<file path="src/rtl/enemy_formation.sv">
// Enemy formation controller: alive bitmap, classic march with edge descent,
// sequential bullet-hit scanner (one kill per shot) and registered pixel hit test.
module enemy_formation #(
   parameter int unsigned CORDW             = 10,
   parameter int unsigned ROWS_P            = 3,
   parameter int unsigned COLS_P            = 8,
   parameter int unsigned ENEMY_W_P         = 24,
   parameter int unsigned ENEMY_H_P         = 16,
   parameter int unsigned GAP_X_P           = 8,
   parameter int unsigned GAP_Y_P           = 8,
   parameter int unsigned LEFT_START_P      = 40,
   parameter int unsigned TOP_START_P       = 40,
   parameter int unsigned STEP_X_P          = 2,
   parameter int unsigned STEP_Y_P          = 8,
   parameter int unsigned FRAMES_PER_STEP_P = 4,
   parameter int unsigned LEFT_BOUND_P      = 0,
   parameter int unsigned RIGHT_BOUND_P     = 639,
   parameter int unsigned LAND_Y_P          = 429
) (
   input  logic                                 clk_i,
   input  logic                                 reset_n_async_unsafe_i,
   input  logic                                 start_i,
   input  logic                                 frame_i,
   input  logic [CORDW-1:0]                     x_i,
   input  logic [CORDW-1:0]                     y_i,
   input  logic                                 bullet_valid_i,
   input  logic [CORDW-1:0]                     bullet_left_i,
   input  logic [CORDW-1:0]                     bullet_right_i,
   input  logic [CORDW-1:0]                     bullet_top_i,
   input  logic [CORDW-1:0]                     bullet_bot_i,
   output logic                                 hit_o,
   output logic [$clog2(ROWS_P)-1:0]            hit_row_o,
   output logic [$clog2(COLS_P)-1:0]            hit_col_o,
   output logic [$clog2(ROWS_P*COLS_P+1)-1:0]   alive_count_o,
   output logic                                 pixel_on_o,
   output logic                                 landed_o,
   output logic                                 cleared_o,
   output logic [2:0]                           state_o
);

   localparam int unsigned NCELL   = ROWS_P * COLS_P;
   localparam int unsigned PITCH_X = ENEMY_W_P + GAP_X_P;
   localparam int unsigned PITCH_Y = ENEMY_H_P + GAP_Y_P;
   localparam int unsigned FORM_W  = COLS_P * ENEMY_W_P + (COLS_P - 1) * GAP_X_P;
   localparam int unsigned FORM_H  = ROWS_P * ENEMY_H_P + (ROWS_P - 1) * GAP_Y_P;
   // Two spare bits so edge/landing sums cannot wrap.
   localparam int unsigned AW      = CORDW + 2;
   localparam int unsigned RLW     = $clog2(ROWS_P);
   localparam int unsigned CLW     = $clog2(COLS_P);
   localparam int unsigned IW      = $clog2(NCELL);
   localparam int unsigned CW      = $clog2(NCELL + 1);
   localparam int unsigned FCW     = (FRAMES_PER_STEP_P > 1) ? $clog2(FRAMES_PER_STEP_P) : 1;

   localparam logic [2:0] IDLE    = 3'd0;
   localparam logic [2:0] MARCH   = 3'd1;
   localparam logic [2:0] LANDED  = 3'd2;
   localparam logic [2:0] CLEARED = 3'd3;

   logic [1:0]       sync_q;
   logic             rst_n;
   logic [2:0]       state_q, state_d;
   logic [CORDW-1:0] ox_q, ox_d, oy_q, oy_d;
   logic             dir_left_q, dir_left_d;
   logic [NCELL-1:0] alive_q, alive_d;
   logic [FCW-1:0]   fcnt_q, fcnt_d;
   logic             lock_q, lock_d;
   logic [RLW-1:0]   scan_row_q, scan_row_d;
   logic [CLW-1:0]   scan_col_q, scan_col_d;
   logic             hit_q, hit_d;
   logic [RLW-1:0]   hit_row_q, hit_row_d;
   logic [CLW-1:0]   hit_col_q, hit_col_d;
   logic [CW-1:0]    count_q, count_d;
   logic             pixel_q, pixel_d;

   logic [IW-1:0]    scan_idx;
   logic [AW-1:0]    cell_l, cell_r, cell_t, cell_b;
   logic             overlap, kill, tick, at_edge, land, clear;
   logic [CORDW-1:0] oy_desc;

   // Reset synchroniser: assertion is immediate, release follows two clock edges.
   always_ff @(posedge clk_i or negedge reset_n_async_unsafe_i) begin
      if (!reset_n_async_unsafe_i) sync_q <= 2'b00;
      else                         sync_q <= {sync_q[0], 1'b1};
   end
   assign rst_n = sync_q[1];

   // Rectangle of the cell under the scanner and its overlap with the bullet.
   always_comb begin
      scan_idx = IW'(scan_row_q) * IW'(COLS_P) + IW'(scan_col_q);
      cell_l   = AW'(ox_q) + AW'(scan_col_q) * AW'(PITCH_X);
      cell_r   = cell_l + AW'(ENEMY_W_P - 1);
      cell_t   = AW'(oy_q) + AW'(scan_row_q) * AW'(PITCH_Y);
      cell_b   = cell_t + AW'(ENEMY_H_P - 1);
      overlap  = (AW'(bullet_left_i) <= cell_r) && (AW'(bullet_right_i) >= cell_l) &&
                 (AW'(bullet_top_i) <= cell_b) && (AW'(bullet_bot_i) >= cell_t);
      kill     = (state_q == MARCH) && bullet_valid_i && alive_q[scan_idx] && overlap &&
                 !lock_q;
      clear    = kill && (count_q == CW'(1));
   end

   // March timing, edge detection and landing test after a descent.
   always_comb begin
      tick    = (state_q == MARCH) && frame_i && (fcnt_q == FCW'(FRAMES_PER_STEP_P - 1));
      at_edge = dir_left_q ? (AW'(ox_q) < AW'(LEFT_BOUND_P + STEP_X_P))
                           : (AW'(ox_q) + AW'(FORM_W - 1 + STEP_X_P) > AW'(RIGHT_BOUND_P));
      oy_desc = oy_q + CORDW'(STEP_Y_P);
      land    = tick && at_edge && (AW'(oy_q) + AW'(STEP_Y_P + FORM_H) >= AW'(LAND_Y_P));
   end

   // Next-state: FSM, movement, scanner, kills and restart.
   always_comb begin
      state_d    = state_q;
      ox_d       = ox_q;
      oy_d       = oy_q;
      dir_left_d = dir_left_q;
      alive_d    = alive_q;
      fcnt_d     = fcnt_q;
      lock_d     = bullet_valid_i ? lock_q : 1'b0;
      scan_row_d = scan_row_q;
      scan_col_d = scan_col_q;
      hit_d      = 1'b0;
      hit_row_d  = hit_row_q;
      hit_col_d  = hit_col_q;
      count_d    = count_q;
      case (state_q)
         IDLE: begin
            if (start_i) state_d = MARCH;
         end
         MARCH: begin
            if (frame_i) begin
               fcnt_d = tick ? '0 : fcnt_q + 1'b1;
            end
            if (tick) begin
               if (at_edge) begin
                  oy_d       = oy_desc;
                  dir_left_d = !dir_left_q;
               end else if (dir_left_q) begin
                  ox_d = ox_q - CORDW'(STEP_X_P);
               end else begin
                  ox_d = ox_q + CORDW'(STEP_X_P);
               end
            end
            if (scan_col_q == CLW'(COLS_P - 1)) begin
               scan_col_d = '0;
               scan_row_d = (scan_row_q == RLW'(ROWS_P - 1)) ? '0 : scan_row_q + 1'b1;
            end else begin
               scan_col_d = scan_col_q + 1'b1;
            end
            if (kill) begin
               alive_d[scan_idx] = 1'b0;
               hit_d             = 1'b1;
               hit_row_d         = scan_row_q;
               hit_col_d         = scan_col_q;
               count_d           = count_q - 1'b1;
               lock_d            = 1'b1;
            end
            // Landing wins over clearing in the same cycle.
            if (land)       state_d = LANDED;
            else if (clear) state_d = CLEARED;
         end
         LANDED, CLEARED: begin
            if (start_i) begin
               state_d    = MARCH;
               ox_d       = CORDW'(LEFT_START_P);
               oy_d       = CORDW'(TOP_START_P);
               dir_left_d = 1'b0;
               alive_d    = '1;
               fcnt_d     = '0;
               lock_d     = 1'b0;
               scan_row_d = '0;
               scan_col_d = '0;
               count_d    = CW'(NCELL);
            end
         end
         default: state_d = IDLE;
      endcase
   end

   // Per-pixel test against every live cell; result registered for the colour mux.
   always_comb begin
      pixel_d = 1'b0;
      for (int r = 0; r < int'(ROWS_P); r++) begin
         for (int c = 0; c < int'(COLS_P); c++) begin
            if (alive_q[r * int'(COLS_P) + c] &&
                AW'(x_i) >= AW'(ox_q) + AW'(c * int'(PITCH_X)) &&
                AW'(x_i) <= AW'(ox_q) + AW'(c * int'(PITCH_X) + int'(ENEMY_W_P) - 1) &&
                AW'(y_i) >= AW'(oy_q) + AW'(r * int'(PITCH_Y)) &&
                AW'(y_i) <= AW'(oy_q) + AW'(r * int'(PITCH_Y) + int'(ENEMY_H_P) - 1)) begin
               pixel_d = 1'b1;
            end
         end
      end
   end

   // State registers.
   always_ff @(posedge clk_i or negedge rst_n) begin
      if (!rst_n) begin
         state_q    <= IDLE;
         ox_q       <= CORDW'(LEFT_START_P);
         oy_q       <= CORDW'(TOP_START_P);
         dir_left_q <= 1'b0;
         alive_q    <= '1;
         fcnt_q     <= '0;
         lock_q     <= 1'b0;
         scan_row_q <= '0;
         scan_col_q <= '0;
         hit_q      <= 1'b0;
         hit_row_q  <= '0;
         hit_col_q  <= '0;
         count_q    <= CW'(NCELL);
         pixel_q    <= 1'b0;
      end else begin
         state_q    <= state_d;
         ox_q       <= ox_d;
         oy_q       <= oy_d;
         dir_left_q <= dir_left_d;
         alive_q    <= alive_d;
         fcnt_q     <= fcnt_d;
         lock_q     <= lock_d;
         scan_row_q <= scan_row_d;
         scan_col_q <= scan_col_d;
         hit_q      <= hit_d;
         hit_row_q  <= hit_row_d;
         hit_col_q  <= hit_col_d;
         count_q    <= count_d;
         pixel_q    <= pixel_d;
      end
   end

   assign hit_o         = hit_q;
   assign hit_row_o     = hit_row_q;
   assign hit_col_o     = hit_col_q;
   assign alive_count_o = count_q;
   assign pixel_on_o    = pixel_q;
   assign landed_o      = (state_q == LANDED);
   assign cleared_o     = (state_q == CLEARED);
   assign state_o       = state_q;

endmodule

</file>
<file path="config.mk">
export PLATFORM = sky130hd
export DESIGN_NAME = enemy_formation
export DESIGN_NICKNAME = d
export VERILOG_FILES = /design/src/rtl/enemy_formation.sv
export SDC_FILE = /design/constraint.sdc
export NUM_CORES = 1
export LEC_CHECK = 0
export CORE_MARGIN = 5
export CORE_UTILIZATION = 40
export DETAILED_ROUTE_END_ITERATION = 12
export PLACE_DENSITY_LB_ADDON = 0.2
export SLEW_MARGIN = 10
export SYNTH_ARGS = -nofsm -noshare
export SYNTH_HDL_FRONTEND = slang
export SYNTH_SLANG_ARGS = --single-unit
</file>
<file path="constraint.sdc">
create_clock -name clk_i -period 4.1 [get_ports clk_i]
set_clock_uncertainty 0.2 [all_clocks]
set_input_delay 0.82 -clock clk_i [delete_from_list [all_inputs] [get_ports clk_i]]
set_output_delay 0.82 -clock clk_i [all_outputs]
set_load 0.05 [all_outputs]
</file>
Word level (Yosys, flattened, before mapping)
Cells that the tools add are included.
{"block": "totals", "regBits": 70, "inputBits": 65, "out_inout_bits": 17}
{"block": "classes", "n_addsub": 34, "multipliers": 1, "order_cmp": 31, "eq_ne": 16, "muxes": 67, "bitwise": 2, "n_reduce_logical": 123}
{"op": "$ge 10x11->1", "n": 11}
{"op": "$le 10x11->1", "n": 11}
{"op": "$logic_and 1x1->1", "n": 109}
{"op": "$add 10x8->11 const B", "n": 9}
{"op": "$mux 10", "n": 6}
{"op": "$add 10x6->11 const B", "n": 5}
{"op": "$add 10x7->11 const B", "n": 5}
{"op": "$mux 24", "n": 2}
{"op": "$pmux 24 s2", "n": 1}
{"op": "$pmux 10 s2", "n": 2}
{"op": "$mux 1", "n": 35}
{"op": "$and 24x24->24", "n": 1}
{"op": "$le 10x12->1", "n": 2}
{"op": "$not 24->24", "n": 1}
{"op": "$add 10x5->11 const B", "n": 2}
{"op": "$ge 10x10->1", "n": 2}
{"op": "$mux 3", "n": 5}
{"op": "$add 11x4->12 const B", "n": 1}
{"op": "$add 11x5->12 const B", "n": 1}
{"op": "$ne 2x2->1 const B", "n": 6}
{"op": "$pmux 3 s2", "n": 2}
{"op": "$add 10x4->11 const B", "n": 1}
{"op": "$add 10x7->11", "n": 1}
{"op": "$add 10x8->11", "n": 1}
{"op": "35 further kinds", "n": 52}

Logic depth before layout (Yosys ltp)
Gate-level depths: netlist of run 1.
{"block": "logic_depth", "ltp_word": 29, "ltp_mapped": 22, "mapped_depth_nobuf": 19}

Least setup slack after synthesis of run 1
OpenSTA, ideal clock, no wires.
{"block": "synth_path", "path_type": "register -> register", "startpoint": "register scan_row_q[0]", "endpoint": "register count_q[4], in the netlist alive_count_o[4]", "setup_ns": 0.075, "t_arrival_ns": 3.964, "required_time_ns": 3.825, "slack_ns": -0.139, "stages_incl_launch_ff": 20, "n_path_buf": 1, "synth_period_minus_slack_ns": 4.239, "cell_sequence": "dfrtp_1 inv_1 ha_1 ha_1 a21o_1 a21o_1 a21oi_1 nor2_1 xnor2_1 nor3_1 xor2_1 ha_1 nand4_1 nor3_1 a21oi_1 o31a_1 or3_1 clkbuf_1 or4_1 mux2i_1"}
{"block": "synth_via", "elab_chain_cells": 10}
{"element": "start: declaration", "line_no": "67", "source": "logic [RLW-1:0] scan_row_q, scan_row_d;"}
{"element": "start signal: assignment", "line_no": "220", "source": "scan_row_q <= scan_row_d;"}
{"element": "$mul 2x2->4", "line_no": "92", "source": "cell_t = AW'(oy_q) + AW'(scan_row_q) * AW'(PITCH_Y);"}
{"element": "$add 10x7->11", "line_no": "92"}
{"element": "$add 11x4->12", "line_no": "93", "source": "cell_b = cell_t + AW'(ENEMY_H_P - 1);"}
{"element": "$le 10x12->1", "line_no": "95", "source": "(AW'(bullet_top_i) <= cell_b) && (AW'(bullet_bot_i) >= cell_t);"}
{"element": "$logic_and 1x1->1", "line_no": "94", "source": "overlap = (AW'(bullet_left_i) <= cell_r) && (AW'(bullet_right_i) >= cell_l) &&"}
{"element": "$logic_and 1x1->1", "line_no": "95"}
{"element": "$logic_and 1x1->1 (*) (2 in series)", "line_no": "96", "source": "kill = (state_q == MARCH) && bullet_valid_i && alive_q[scan_idx] && overlap &&"}
{"element": "$ne 2x2->1 (no line) (*)"}
{"element": "$reduce_and 3->1 (no line) (*)"}
{"element": "end signal: assignment", "line_no": "210", "source": "count_q <= CW'(NCELL);"}
{"element": "end signal: assignment", "line_no": "225", "source": "count_q <= count_d;"}
{"element": "end: declaration", "line_no": "72", "source": "logic [CW-1:0] count_q, count_d;"}
Every way passes the cells marked *; elsewhere a longest branch is shown, timed or not. The select of a mux whose other input is x is not followed.
A chain may end at the register's enable or synchronous reset.

Worst setup path in the final report of run 1
{"block": "layout_path", "startpoint": "register scan_row_q[1]", "endpoint": "register count_q[2], in the netlist alive_count_o[2]"}
Same word-level chain as after synthesis.

==> results.ini, run 1 <==
[flow_run]
drv_cap=0

[grt]
grt_max_degree=37
grt_first_pass_wirelength_um=42100
grt_pass1_vias=7800
grt_overflow=0
antenna_found_initial=0
grt_usage_pct=21.1
gr-usage-met2_pct=32.6
use_met1_pct=31.0
top_usage_layer=met2
met3_usage_pct=3.15

[synthesis]
synthArstFlopShare_pct=100
yosysSeqAreaShare_pct=18.9
synthSimpleGateAreaFrac_pct=15.8
muxShareOfSynthArea_pct=2.93
synthCells=1038
synthAdderAreaFrac_pct=27.3
synth.avg_cell_area_um2=8.48
synth_area_leader_cell=ha_1
ys_ff_latch=65
synth_area_um2=8800
ys_types=76
yosys-top-cells-area=ha_1, dfrtp_1, dfstp_2, xnor2_1, nand2_1
netlist.area_leader.share_pct=26.7
synth_top_flop_cell=dfrtp_1
synth_top_family_by_area=adder cells
synth_compound_area_share_pct=21.0
synth_xor_area_share_pct=9.30
synth_edf_count=0
yosysWarnings=0
syn-num-nets=1293

[setup_path]
end_kind=register
worstRegToRegCells=18
startpoint_type=register
r2r-end=alive_count_o[2]
cp_cell_sequence=inv_2 > ha_4 > inv_1 > fa_2 > nor2b_1 > o21ai_1 > nand2b_1 > and3_4 > xnor2_2 > ha_2 > o221ai_1 > nor2_1 > o2111ai_1 > a211o_1 > or3_4 > buf_6 > or3_1 > a21oi_1
critPathMaxStageDelay_ps=440
worst-path-buf-inv=3
ff2ff_setup_slack_ps=9
critical_path_required_ps=4170
critPathArrivalTime_ps=4160
crit_slowest_cell=or3_4
crit_type=reg -> reg
r2r-start=scan_row_q[1]
path_max_fanout=4
crit_family=simple AND/OR/NAND/NOR gates

[sta]
final.min_clock_period_ps=4090
hold_violations=0
fmax_mhz=244
setup_viol=0
setup_tns_ps=0
tightestPinTransition_ps=732
slew_headroom_pct=51.0
rsz0062_at_grt=true
maxSlewViolCount=0
period_share_pct=99.8

[power]
p_total_mw=9.82
p_leak_nw=4.95
power_density_nw_per_um2=886
ir_drop_uv=415

[clock_network]
cts.htree.levels=3
clkLatencyLatePin_ps=350
cts-root-buf=clkbuf_16
cts_tree=done
path_clk_slew_ps=60
cts.sinks=65
numCtsBuffers=9
clock_path_buffers=2

[hold_path]
hp-class=reg -> async

[floorplan]
io_pins=82
dieHeight_um=158
fp.coreArea_um2=21800
fp.dieW_um=158
rows=54
start_util_pct=40.5
die_area_um2=25100

[run_status]
status=complete, no violations

[final_layout]
nets=1437
final_cells=1467
syn_to_final_growth_pct=25.9
final_common_cell=ha_1
layout-drive-gt1-share_pct=17.7
mostFrequentLayoutCells=ha_1, nand2_1, buf_4
design_area_um2=11100
antennaDiodeCount=0

[placement]
place_inst=1443
place.gp.congestion=0.908
portBuffers=76
placed_area_um2=10500
dp_hpwl_um=20700

[routing]
viasPerCell=5.54
ant_nets=0
drtPass1Iterations=8
routed_wl_um=26400
drt-initial-drc-count=475
post-route-drc-count=0
routedWlPerCell_um=18.0
vias=8129

==> registers in the layout (all words and copies together), names as in the netlist <==
| signal | flops |
|---|---|
| hit_row_o | 2 |
| fcnt_q | 2 |
| scan_row_q | 2 |
| hit_col_o | 3 |
| scan_col_q | 3 |
| lock_q | 1 |
| ox_q | 9 |
| pixel_on_o | 1 |
| oy_q | 7 |
| alive_count_o | 5 |
| state_o | 2 |
| alive_q | 24 |
| dir_left_q | 1 |
| hit_o | 1 |
| sync_q | 2 |
==> Yosys cell counts (all sizes together) (3+ instances only) <==
library cell  instances
a21o                 22
o21ai                53
or3                  13
dfstp                30
a21oi                60
o21a                 28
a221o                 3
nand4                13
a2111oi               4
nor2                 64
o2111ai               3
nand3b                4
a32oi                 4
nand2               108
xor2                  7
inv                  54
a31oi                 6
a211o                 4
a22oi                 6
nor4b                 4
nand3                17
and2                  4
buf                  15
nor2b                13
o31ai                26
ha                  188
nor4                  3
o311a                 3
a221oi                5
o22ai                 9
o221ai                5
xnor2                83
a211oi                7
dfrtp                35
nand2b               12
clkbuf               28
clkinv                6
nor3                 18
mux2i                10
o211ai                7
mux4                  6
and3                 10
==> per-stage QoR <==
stage	setup WS, ps	hold WS, ps	utilization [%]
6_report	9.12	100	50.9
2_1_floorplan	4.86	131	-
3_5_place_dp	-234	113	48.0
4_1_cts	1.41	117	50.1
5_1_grt	-163	168	50.9
3_3_place_gp	-175	113	48.0
==> logic make-up (layout without fill, tap and decap cells) <==
group	count (synthesis)	in the layout
xor+xnor	91	91
other cells	2	2
buf+inv	103	252
compound gates	275	275
fa+ha+maj	191	191
simple gates	293	293
mux	18	18
flops	65	65
==> layer usage <==
layer,vias up,share of wire [%]
met4,0,1.9
met2,180,44
li1,4045,-
met1,3872,50
met3,32,4.0
met5,-,0
==> cell type report <==
cell class              count  area (um2)
fillers                  2134       10700
multi-input cells         870        6980
flip-flops and latches     65        1670
repair buffers            176        1530
well taps                 280         350
clock buffers              10         239
inverters                  60         228
clock inverters             6        91.3
==> worst max-delay path by stage <==
| stage | from | to | slack [ps] | cells past startpoint |
|---|---|---|---|---|
| after floorplan | scan_row_q[0] | alive_count_o[4] | 5 | 19 |
| after global placement | scan_row_q[0] | alive_count_o[2] | -170 | 19 |
| after detailed placement | scan_row_q[0] | alive_count_o[2] | -230 | 19 |
| after CTS | scan_row_q[0] | alive_count_o[2] | 1 | 19 |
| after global routing | scan_col_q[0] | alive_count_o[4] | -160 | 14 |
| final | scan_row_q[1] | alive_count_o[2] | 9 | 18 |
==> repair_timing <==
item                       CTS  global route
resized for setup           16            32
setup buffers                6             3
pin swaps                    9             2
setup endpoints to repair   28            36
hold buffers                 0             0
==> power by group <==
part | internal [mW] | switching [mW] | total [mW]
logic | 3.47 | 4.13 | 7.60
clock network | 0.550 | 0.311 | 0.860
registers | 1.04 | 0.317 | 1.35
total | 5.06 | 4.76 | 9.82
Power figures use the tool's default switching activity.
==> run 2: changes to the inputs <==
==> constraint.sdc (replaced) <==
create_clock -name clk_i -period 3.9 [get_ports clk_i]
set_clock_uncertainty 0.2 [all_clocks]
set_input_delay 0.78 -clock clk_i [delete_from_list [all_inputs] [get_ports clk_i]]
set_output_delay 0.78 -clock clk_i [all_outputs]
set_load 0.05 [all_outputs]
==> run 2 against run 1 <==
  * The run now ends with negative setup slack left
  * Clock-buffer cell count up 1
  * Combinational power increased by 16%
  * Clock power shrank 14%
  * Register-to-register slack got worse by 190 ps
  * Critical path type unchanged
  * Highest routed layer unchanged
==> results.ini, run 2 (synthesis results as in run 1) <==
[routing]
drt-initial-drc-count=507  ; was 475
viasPerCell=5.50  ; was 5.54
vias=8357  ; was 8,129
ant_nets=0  ; unchanged
post-route-drc-count=0  ; unchanged
routedWlPerCell_um=18.1  ; was 18.0 um
routed_wl_um=27500  ; was 26,400 um
drtPass1Iterations=5  ; was 8

[sta]
setup_slack_ps=-186  ; was 9.12 ps
hold_violations=0  ; unchanged
period_share_pct=105  ; was 99.8%
setup_viol=31  ; was 0
final.min_clock_period_ps=4090  ; about the same
maxSlewViolCount=0  ; unchanged
tightestPinTransition_ps=718  ; was 732 ps
hold_slack_ps=126  ; was 100 ps
rsz0062_at_grt=true  ; unchanged
slew_headroom_pct=52.1  ; was 51.0%
fmax_mhz=245  ; was 244 MHz

[clock_network]
path_clk_slew_ps=50  ; was 60 ps
numCtsBuffers=9  ; unchanged
cts.htree.levels=3  ; unchanged
cts_tree=done  ; unchanged
clkLatencyLatePin_ps=330  ; was 350 ps
cts-root-buf=clkbuf_16  ; unchanged
cts.sinks=65  ; unchanged
clock_path_buffers=2  ; unchanged
ctsHoldBuffers=0  ; unchanged

[placement]
placed_area_um2=10900  ; was 10,500 um2
dp_hpwl_um=21900  ; was 20,700 um
place_inst=1490  ; was 1,443
dp_slack_ps=-345  ; was -234 ps
portBuffers=76  ; unchanged
place.gp.congestion=0.917  ; was 0.908

[final_layout]
nets=1489  ; was 1,437
reg_top3=alive_q (24), ox_q (9), oy_q (7)  ; unchanged
design_area_um2=11600  ; was 11,100 um2
final_common_cell=ha_1  ; unchanged
syn_to_final_growth_pct=31.3  ; was 25.9%
mostFrequentLayoutCells=ha_1, buf_4, nand2_1  ; was ha_1, nand2_1, buf_4
fin_util_pct=53.1  ; was 50.9%
layout-drive-gt1-share_pct=23.2  ; was 17.7%
largest_register_ffs=24  ; unchanged
antennaDiodeCount=0  ; unchanged
fillerInstances=2060  ; was 2,134
top_register=alive_q  ; unchanged
final_cells=1519  ; was 1,467

[floorplan]
fp.dieW_um=158  ; unchanged
io_pins=82  ; unchanged
start_util_pct=40.5  ; unchanged
dieHeight_um=158  ; unchanged
rows=54  ; unchanged
die_area_um2=25100  ; unchanged
fp.coreArea_um2=21800  ; unchanged

[setup_path]
crit_type=reg -> reg  ; unchanged
r2r-end=alive_count_o[4]  ; was alive_count_o[2]
critical_path_required_ps=3960  ; was 4170 ps
ff2ff_setup_slack_ps=-190  ; was 9 ps
r2r-start=scan_col_q[0]  ; was scan_row_q[1]
worst-path-buf-inv=1  ; was 3
worstRegToRegCells=14  ; was 18
crit_slowest_cell=fa_1  ; was or3_4
critPathArrivalTime_ps=4150  ; was 4160 ps
end_kind=register  ; unchanged
path_max_fanout=4  ; unchanged
startpoint_type=register  ; unchanged
critPathMaxStageDelay_ps=510  ; was 440 ps
cp_cell_sequence=ha_1 > fa_1 > inv_1 > or3_4 > nor3_2 > xor2_1 > ha_1 > and4_4 > nand2_1 > nor4b_4 > a311oi_2 > or3_4 > or4_4 > mux2i_1  ; was inv_2 > ha_4 > inv_1 > fa_2 > nor2b_1 > o21ai_1 > nand2b_1 > and3_4 > xnor2_2 > ha_2 > o221ai_1 > nor2_1 > o2111ai_1 > a211o_1 > or3_4 > buf_6 > or3_1 > a21oi_1
crit_family=simple AND/OR/NAND/NOR gates  ; unchanged

[power]
power_density_nw_per_um2=953  ; was 886 nW/um2
p_leak_nw=5.24  ; was 4.95 nW
ir_drop_uv=556  ; was 415 uV

[flow_run]
drv_cap=0  ; unchanged

[grt]
grt_overflow=0  ; unchanged
grt_usage_pct=22.0  ; was 21.1%
grt_pass1_vias=8295  ; was 7,800
grt_first_pass_wirelength_um=44000  ; was 42,100 um
grt_max_degree=34  ; was 37
antenna_found_initial=0  ; unchanged

[run_status]
violations=negative setup slack
status=finished with violations  ; was complete, no violations

[hold_path]
hp-class=reg -> async  ; unchanged

## run 2: layout make-up
| cell class | instances | area (um2) | share of cell area (%) |
|---|---|---|---|
| Clock buffer | 11 | 243 | 2.10 |
| Clock inverter | 5 | 31.3 | 0.271 |
| Inverter | 60 | 229 | 1.98 |
| Multi-Input combinational cell | 870 | 7090 | 61.3 |
| Sequential cell | 65 | 1670 | 14.4 |
| Tap cell | 280 | 350 | 3.03 |
| Timing Repair Buffer | 228 | 1950 | 16.9 |
## run 2: how the worst max path moves through the flow
| stage | start | endpoint | slack, ps | cells past startpoint |
|---|---|---|---|---|
| floorplan | scan_row_q[0] | alive_count_o[4] | -100 | 19 |
| global placement | scan_row_q[0] | alive_q[10] | -280 | 20 |
| detailed placement | scan_row_q[0] | alive_q[2] | -340 | 19 |
| CTS | scan_row_q[1] | alive_count_o[4] | -180 | 20 |
| global route | scan_row_q[1] | alive_q[2] | -420 | 19 |
| finish | scan_col_q[0] | alive_count_o[4] | -190 | 14 |
## run 2: worst register-to-register path, stage by stage (launching register included)
cell,delay (ps)
dfrtp_1,380
ha_1,220
fa_1,510
inv_1,50
or3_4,370
nor3_2,130
xor2_1,90
ha_1,290
and4_4,220
nand2_1,100
nor4b_4,310
a311oi_2,110
or3_4,440
or4_4,430
mux2i_1,160
## run 2: through the flow
stage / setup TNS (ps) / power (mW)
after CTS: -3650 / 10.6
after floorplan: -309 / 6.64
after detailed placement: -9170 / 9.59
final: -4000 / 11.0
after global routing: -12390 / 12.1
after global placement: -7790 / 9.46
## run 2: power by group
group / switching (mW) / leakage (nW) / internal [mW]
Combinational: 4.61 / 4.36 / 4.23
Sequential: 0.351 / 0.750 / 1.09
Clock: 0.293 / 0.135 / 0.445
## run 2: per-layer routing
| metal | part of all wire (%) | wire, um | vias to the layer above | global-route usage (%) |
|---|---|---|---|---|
| met5 | 0 | 0 | - | 0 |
| met4 | 2.4 | 650 | 0 | 6.74 |
| met3 | 4.8 | 1330 | 40 | 2.04 |
| met2 | 43 | 11700 | 207 | 33.4 |
| met1 | 50 | 13700 | 3953 | 33.1 |
| li1 | - | - | 4157 | - |
## run 2: timing repair
item	CTS	global route
setup endpoints to repair	37	38
pin swaps	3	28
resized for setup	23	59
setup buffers	9	4
